`src/rtl/apbmst_if.sv`:
```
// apbmst_if: request/response and APB bus bundle for apbmst.
// Signals: req_valid/req_ready/req_write/req_addr/req_wdata form the request port,
//   rsp_valid/rsp_rdata/rsp_err form the response pulse, and the apb_* signals
//   form the APB3 bus. The master modport is the initiator view, and slave is
//   the opposite view.
interface apbmst_if #(parameter int ADDR_W = 12);
  logic              req_valid;
  logic              req_ready;
  logic              req_write;
  logic [ADDR_W-1:0] req_addr;
  logic [31:0]       req_wdata;
  logic              rsp_valid;
  logic [31:0]       rsp_rdata;
  logic              rsp_err;
  logic              apb_psel;
  logic              apb_penable;
  logic              apb_pwrite;
  logic [ADDR_W-1:0] apb_paddr;
  logic [31:0]       apb_pwdata;
  logic [31:0]       apb_prdata;
  logic              apb_pready;
  logic              apb_pslverr;
  modport master (
    input  req_valid, req_write, req_addr, req_wdata, apb_prdata, apb_pready, apb_pslverr,
    output req_ready, rsp_valid, rsp_rdata, rsp_err, apb_psel, apb_penable, apb_pwrite,
           apb_paddr, apb_pwdata
  );
  modport slave (
    output req_valid, req_write, req_addr, req_wdata, apb_prdata, apb_pready, apb_pslverr,
    input  req_ready, rsp_valid, rsp_rdata, rsp_err, apb_psel, apb_penable, apb_pwrite,
           apb_paddr, apb_pwdata
  );
endinterface

```
`src/rtl/apbmst.sv`:
```
// apbmst: single-outstanding APB3 initiator that turns valid/ready requests into SETUP/ACCESS transfers.
// Ports: clk_apb is the APB clock. rst_apb is the asynchronous active-high reset.
//   bus (apbmst_if.master) carries the request port, the one-cycle response
//   pulse and the APB bus. Every output is a flop.
// Optional: define APBMST_TIMEOUT_EN to abort an ACCESS phase after
//   TIMEOUT_CYCLES cycles with pready low. The abort returns rsp_err = 1.
module apbmst #(
  parameter int ADDR_W         = 12,
  parameter int TIMEOUT_CYCLES = 255
) (
  input logic       clk_apb,
  input logic       rst_apb,
  apbmst_if.master  bus
);
  typedef enum logic [1:0] {IDLE, SETUP, ACCESS} state_t;
  state_t state, state_nx;
  logic   accept, done, abort;
  if (TIMEOUT_CYCLES < 1 || TIMEOUT_CYCLES > 65535) begin : g_bad_timeout
    $error("apbmst: TIMEOUT_CYCLES out of range 1..65535");
  end
  // req_ready is a flop that is low during reset, so it gates acceptance as well as IDLE.
  assign accept = state == IDLE && bus.req_ready && bus.req_valid;
  assign done   = state == ACCESS && bus.apb_pready;
`ifdef APBMST_TIMEOUT_EN
  logic [15:0] cnt;
  // A late pready wins over the timeout because abort requires pready low.
  assign abort = state == ACCESS && !bus.apb_pready && cnt == 16'(TIMEOUT_CYCLES - 1);
  always_ff @(posedge clk_apb or posedge rst_apb)
    if (rst_apb) cnt <= '0;
    else cnt <= accept ? '0 : (state == ACCESS && !bus.apb_pready) ? cnt + 16'd1 : cnt;
`else
  assign abort = 1'b0;
`endif
  always_comb begin
    state_nx = state;
    state_nx = state == IDLE  ? (accept ? SETUP : IDLE) :
               state == SETUP ? ACCESS :
               (done || abort) ? IDLE : ACCESS;
  end
  always_ff @(posedge clk_apb or posedge rst_apb) begin
    if (rst_apb) begin
      state           <= IDLE;
      bus.req_ready   <= 1'b0;
      bus.apb_psel    <= 1'b0;
      bus.apb_penable <= 1'b0;
      bus.apb_pwrite  <= 1'b0;
      bus.apb_paddr   <= {ADDR_W{1'b0}};
      bus.apb_pwdata  <= '0;
      bus.rsp_valid   <= 1'b0;
      bus.rsp_rdata   <= '0;
      bus.rsp_err     <= 1'b0;
    end else begin
      state           <= state_nx;
      bus.req_ready   <= state_nx == IDLE;
      bus.apb_psel    <= state_nx != IDLE;
      bus.apb_penable <= state_nx == ACCESS;
      bus.rsp_valid   <= done || abort;
      if (accept) begin
        bus.apb_pwrite <= bus.req_write;
        bus.apb_paddr  <= bus.req_addr;
        bus.apb_pwdata <= bus.req_wdata;
      end
      if (done || abort) begin
        bus.rsp_err   <= done ? bus.apb_pslverr : 1'b1;
        bus.rsp_rdata <= (done && !bus.apb_pwrite) ? bus.apb_prdata : 32'd0;
      end
    end
  end
endmodule

```
`src/flat_wrapper.sv`:
```
// flat-port wrapper written by rule: the top's interface ports become plain ports
module apbmst_flat 
#(
  parameter int ADDR_W         = 12,
  parameter int TIMEOUT_CYCLES = 255
)
  (clk_apb, rst_apb, bus_req_valid, bus_req_write, bus_req_addr, bus_req_wdata, bus_apb_prdata, bus_apb_pready, bus_apb_pslverr, bus_req_ready, bus_rsp_valid, bus_rsp_rdata, bus_rsp_err, bus_apb_psel, bus_apb_penable, bus_apb_pwrite, bus_apb_paddr, bus_apb_pwdata);
  apbmst_if #(.ADDR_W(ADDR_W)) bus_i ();
  input logic clk_apb;
  input logic rst_apb;
  input wire logic [$bits(bus_i.req_valid)-1:0] bus_req_valid;
  input wire logic [$bits(bus_i.req_write)-1:0] bus_req_write;
  input wire logic [$bits(bus_i.req_addr)-1:0] bus_req_addr;
  input wire logic [$bits(bus_i.req_wdata)-1:0] bus_req_wdata;
  input wire logic [$bits(bus_i.apb_prdata)-1:0] bus_apb_prdata;
  input wire logic [$bits(bus_i.apb_pready)-1:0] bus_apb_pready;
  input wire logic [$bits(bus_i.apb_pslverr)-1:0] bus_apb_pslverr;
  output wire logic [$bits(bus_i.req_ready)-1:0] bus_req_ready;
  output wire logic [$bits(bus_i.rsp_valid)-1:0] bus_rsp_valid;
  output wire logic [$bits(bus_i.rsp_rdata)-1:0] bus_rsp_rdata;
  output wire logic [$bits(bus_i.rsp_err)-1:0] bus_rsp_err;
  output wire logic [$bits(bus_i.apb_psel)-1:0] bus_apb_psel;
  output wire logic [$bits(bus_i.apb_penable)-1:0] bus_apb_penable;
  output wire logic [$bits(bus_i.apb_pwrite)-1:0] bus_apb_pwrite;
  output wire logic [$bits(bus_i.apb_paddr)-1:0] bus_apb_paddr;
  output wire logic [$bits(bus_i.apb_pwdata)-1:0] bus_apb_pwdata;
  assign bus_i.req_valid = bus_req_valid;
  assign bus_i.req_write = bus_req_write;
  assign bus_i.req_addr = bus_req_addr;
  assign bus_i.req_wdata = bus_req_wdata;
  assign bus_i.apb_prdata = bus_apb_prdata;
  assign bus_i.apb_pready = bus_apb_pready;
  assign bus_i.apb_pslverr = bus_apb_pslverr;
  assign bus_req_ready = bus_i.req_ready;
  assign bus_rsp_valid = bus_i.rsp_valid;
  assign bus_rsp_rdata = bus_i.rsp_rdata;
  assign bus_rsp_err = bus_i.rsp_err;
  assign bus_apb_psel = bus_i.apb_psel;
  assign bus_apb_penable = bus_i.apb_penable;
  assign bus_apb_pwrite = bus_i.apb_pwrite;
  assign bus_apb_paddr = bus_i.apb_paddr;
  assign bus_apb_pwdata = bus_i.apb_pwdata;
  apbmst #(.ADDR_W(ADDR_W), .TIMEOUT_CYCLES(TIMEOUT_CYCLES)) u_core (.clk_apb(clk_apb), .rst_apb(rst_apb), .bus(bus_i));
endmodule
```
`config.mk`:
```
export PLATFORM = sky130hd
export DESIGN_NAME = apbmst_flat
export DESIGN_NICKNAME = d
export VERILOG_FILES = /design/src/rtl/apbmst_if.sv /design/src/rtl/apbmst.sv /design/src/flat_wrapper.sv
export SDC_FILE = /design/constraint.sdc
export NUM_CORES = 1
export LEC_CHECK = 0
export ABC_AREA = 1
export BUFFER_PORTS_ARGS = -buffer_cell sky130_fd_sc_hd__buf_2
export CAP_MARGIN = 20
export CORE_MARGIN = 2
export CORE_UTILIZATION = 49
export DETAILED_ROUTE_END_ITERATION = 8
export GPL_TIMING_DRIVEN = 0
export HOLD_SLACK_MARGIN = 0.03
export PLACE_DENSITY = 0.84
export SLEW_MARGIN = 15
export SYNTH_ARGS = -nofsm -noshare
export SYNTH_HDL_FRONTEND = slang
export SYNTH_SLANG_ARGS = --single-unit
```
`constraint.sdc`:
```
create_clock -name clk_apb -period 4.4 [get_ports clk_apb]
set_input_delay 0.44 -clock clk_apb [delete_from_list [all_inputs] [get_ports clk_apb]]
set_output_delay 0.44 -clock clk_apb [all_outputs]
set_load 0.01 [all_outputs]
```
==> flow_metrics.tcl <==
set metrics [dict create \
    grt_max_degree 58 \
    r2r_end "u_core.bus.apb_pwdata[15]" \
    synth_edf_count 0 \
    end_kind "flop" \
    use_met3_pct 5.29 \
    cts_root_buf "clkbuf_8" \
    die_h_um 85.8 \
    grt_pass1_vias 2859 \
    dp_slack_ns 2.95 \
    met2_usage_pct 38.9 \
    cts_resized 0 \
    async_flop_share_pct 100 \
    crit_path_max_incr_delay_ns 0.43 \
    ys_types 11 \
    crit_top_cell "nand2_1" \
    syn_area_um2 3280 \
    yosys_most_used_dff "dfrtp_1" \
    period_share_pct 31.8 \
    gr-total-overflow 0 \
    synth_area_per_cell_um2 9.18 \
    ff2ff_path_depth 6 \
    gp_congestion 0.790 \
    io_buffers 163 \
    slew_viol_final 0 \
    yosysSeqAreaShare_pct 64.1 \
    swShare_pct 40.0 \
    core_um2 6420 \
    clock-sinks 84 \
    yosysTopAreaCell "dfrtp_1" \
    num_io_pins 164 \
    combPwrFrac_pct 42.4 \
    worstSetupStartpointType "flop" \
    intPower_mw 1.91 \
    r2r_start "u_core.state[0]" \
    cts_buffers 9 \
    vias 2999 \
    grtUsageTotal_pct 22.9 \
    slew_headroom_pct 71.3 \
    final_hold_viol_count 0 \
    synth_warnings 0 \
    r2r_slack_ns 3.00 \
    clock.fmax_ghz 0.714 \
    crit_slowest_cell "dfrtp_1" \
    grt_first_pass_wirelength_um 13200 \
    dr.pass1.iters 7 \
    diodes 0 \
    grt_busiest_layer "met2" \
    antenna_found_initial 0 \
    use_met1_pct 28.8 \
    setup_tns_ns 0 \
    skew_ns 0.00907 \
    die_w_um 85.8 \
    rsz0062_at_grt "no" \
    clk_latency_ns 0.34 \
    fin_crit_ns 1.40 \
    p_leak_nw 2.64 \
    worstSetupPathType "reg -> reg" \
    rows 29 \
    p_sw_mw 1.27 \
    htree_levels 3 \
    violations "DRC" \
    synthTopCellsByCount "163 x nand2_1, 84 x dfrtp_1, 79 x nand3_1, 10 x clkbuf_1" \
    clkPwrFrac_pct 15.7 \
    layout.nets 614 \
    cp_max_fo 10 \
    viasPerCell 4.90 \
    synthToLayoutAreaGrowth_pct 34.0 \
    ys_top_cells_by_area "dfrtp_1 64%, nand2_1 19%, nand3_1 12%" \
    postCtsSetupRepairBufs 0 \
    hold_slack_ns 0.0771 \
    setup_violations 0 \
    syn-num-nets 439 \
    synth_top_area_share_pct 64.1 \
    drv_cap 0 \
    n_fill_cell 516 \
    crit_chain "nor2_4 > nand2_1 > buf_2 > buf_6 > nand2_1 > nand2_1" \
    powerDensity_nw_per_um2 726 \
    hold_buffers 0 \
    drc 13 \
    start_util_pct 51.0 \
    finalWirelength_um 8050 \
    dieArea_um2 7360 \
    worst_slack_ns 3.00 \
    hpwl_um 6030 \
    outcome "finished with violations" \
    yosysMostFrequentCell "nand2_1" \
    pwr-share-seq_pct 41.9 \
    ir_drop_mv 0.335 \
    cp_data_arrival_time_ns 1.62 \
    tritoncts "yes" \
    cts_buffer_depth 2 \
    drive_gt1_share_pct 35.9 \
    synth-seq-cells 84 \
    clk_pin_slew_ns 0.07 \
    post-route-util_pct 68.4 \
    first_iter_violations 177 \
    tightest_slew_ns 0.431 \
    hold_path_class "in -> async" \
    drt.antenna.violating_nets 0 \
    cp.required_ns 4.62 \
    wl_per_cell_um 13.2 \
    syn_inst 357 \
]
==> how the worst max path moves through the flow <==
stage	from	end	slack, ns	cells past startpoint
floorplan	rst_apb	u_core.bus.apb_paddr[0]	1.79	1
global placement	rst_apb	u_core.bus.apb_paddr[0]	0.94	2
detailed placement	bus_req_valid	u_core.bus.apb_pwdata[15]	2.95	8
CTS	u_core.state[0]	u_core.bus.apb_pwdata[15]	2.98	6
global route	u_core.state[0]	u_core.bus.apb_paddr[7]	2.90	4
finish	u_core.state[0]	u_core.bus.apb_pwdata[15]	3.00	6
==> critical path, delay by kind of cell, from the launching register on <==
| family | cells | cell delay, ns |
|---|---|---|
| and+or+nand+nor | 4 | 0.50 |
| DFF | 1 | 0.43 |
| buffers and inverters | 2 | 0.36 |
==> area by class of cell <==
type                            instances  area (um^2)  share of cell area (%)
Tap cell                               77         96.3                    2.19
Clock buffer                           11          131                    2.99
Multi-Input combinational cell        244         1020                    23.3
Sequential cell                        84         2100                    47.9
Buffer                                 22          124                    2.82
Clock inverter                          3         40.0                   0.912
Timing Repair Buffer                  164          843                    19.2
Inverter                                7         28.8                   0.655
==> per-layer routing <==
metal	vias to the layer above	share of wire [%]
met4	0	1.1
met2	129	48
li1	1479	-
met5	-	0
met1	1382	43
met3	9	8.4
==> stage by stage <==
stage | total power, mW | area [um^2] | std cells
2_1_floorplan | 2.12 | 3280 | 357
3_5_place_dp | 2.71 | 4220 | 598
4_1_cts | 3.22 | 4390 | 612
6_report | 3.19 | 4390 | 612
5_1_grt | 3.43 | 4390 | 612
3_3_place_gp | 2.64 | 4190 | 597
==> flip-flops by register name, indices dropped and copies added (netlist names) <==
name,cells
u_core.bus.apb_psel,1
u_core.bus.apb_pwrite,1
u_core.bus.apb_penable,1
u_core.bus.rsp_valid,1
u_core.bus.apb_paddr,12
u_core.bus.rsp_rdata,32
u_core.bus.apb_pwdata,32
u_core.state,2
u_core.bus.req_ready,1
u_core.bus.rsp_err,1
==> power groups by stage <==
stage	clock network, mW	registers, mW	logic [mW]
after detailed placement	0	1.34	1.37
after global placement	0	1.32	1.32
after global routing	0.550	1.37	1.51
after floorplan	0	1.51	0.605
final	0.499	1.34	1.35
after CTS	0.517	1.33	1.37
==> kinds of logic (layout without fill, tap and decap cells) <==
group                  Yosys count  in the layout  synth area share (%)
buffers and inverters           29            207                  4.58
AND/OR/NAND/NOR                244            244                  31.3
flip-flops                      84             84                  64.1
==> cells in the final DEF, fill, tap and decap left out <==
master | netlist | final
inv_1 | 6 | 5
clkbuf_8 | 0 | 9
inv_4 | 0 | 1
bufinv_16 | 0 | 1
buf_2 | 6 | 169
buf_16 | 0 | 1
nand2_1 | 163 | 163
nor2_4 | 1 | 1
clkbuf_1 | 10 | 12
buf_6 | 3 | 3
nand3_1 | 79 | 79
nor2_2 | 1 | 1
buf_4 | 3 | 3
dfrtp_1 | 84 | 84
clkinv_2 | 0 | 2
inv_2 | 1 | 1
Power figures use the tool's default switching activity.
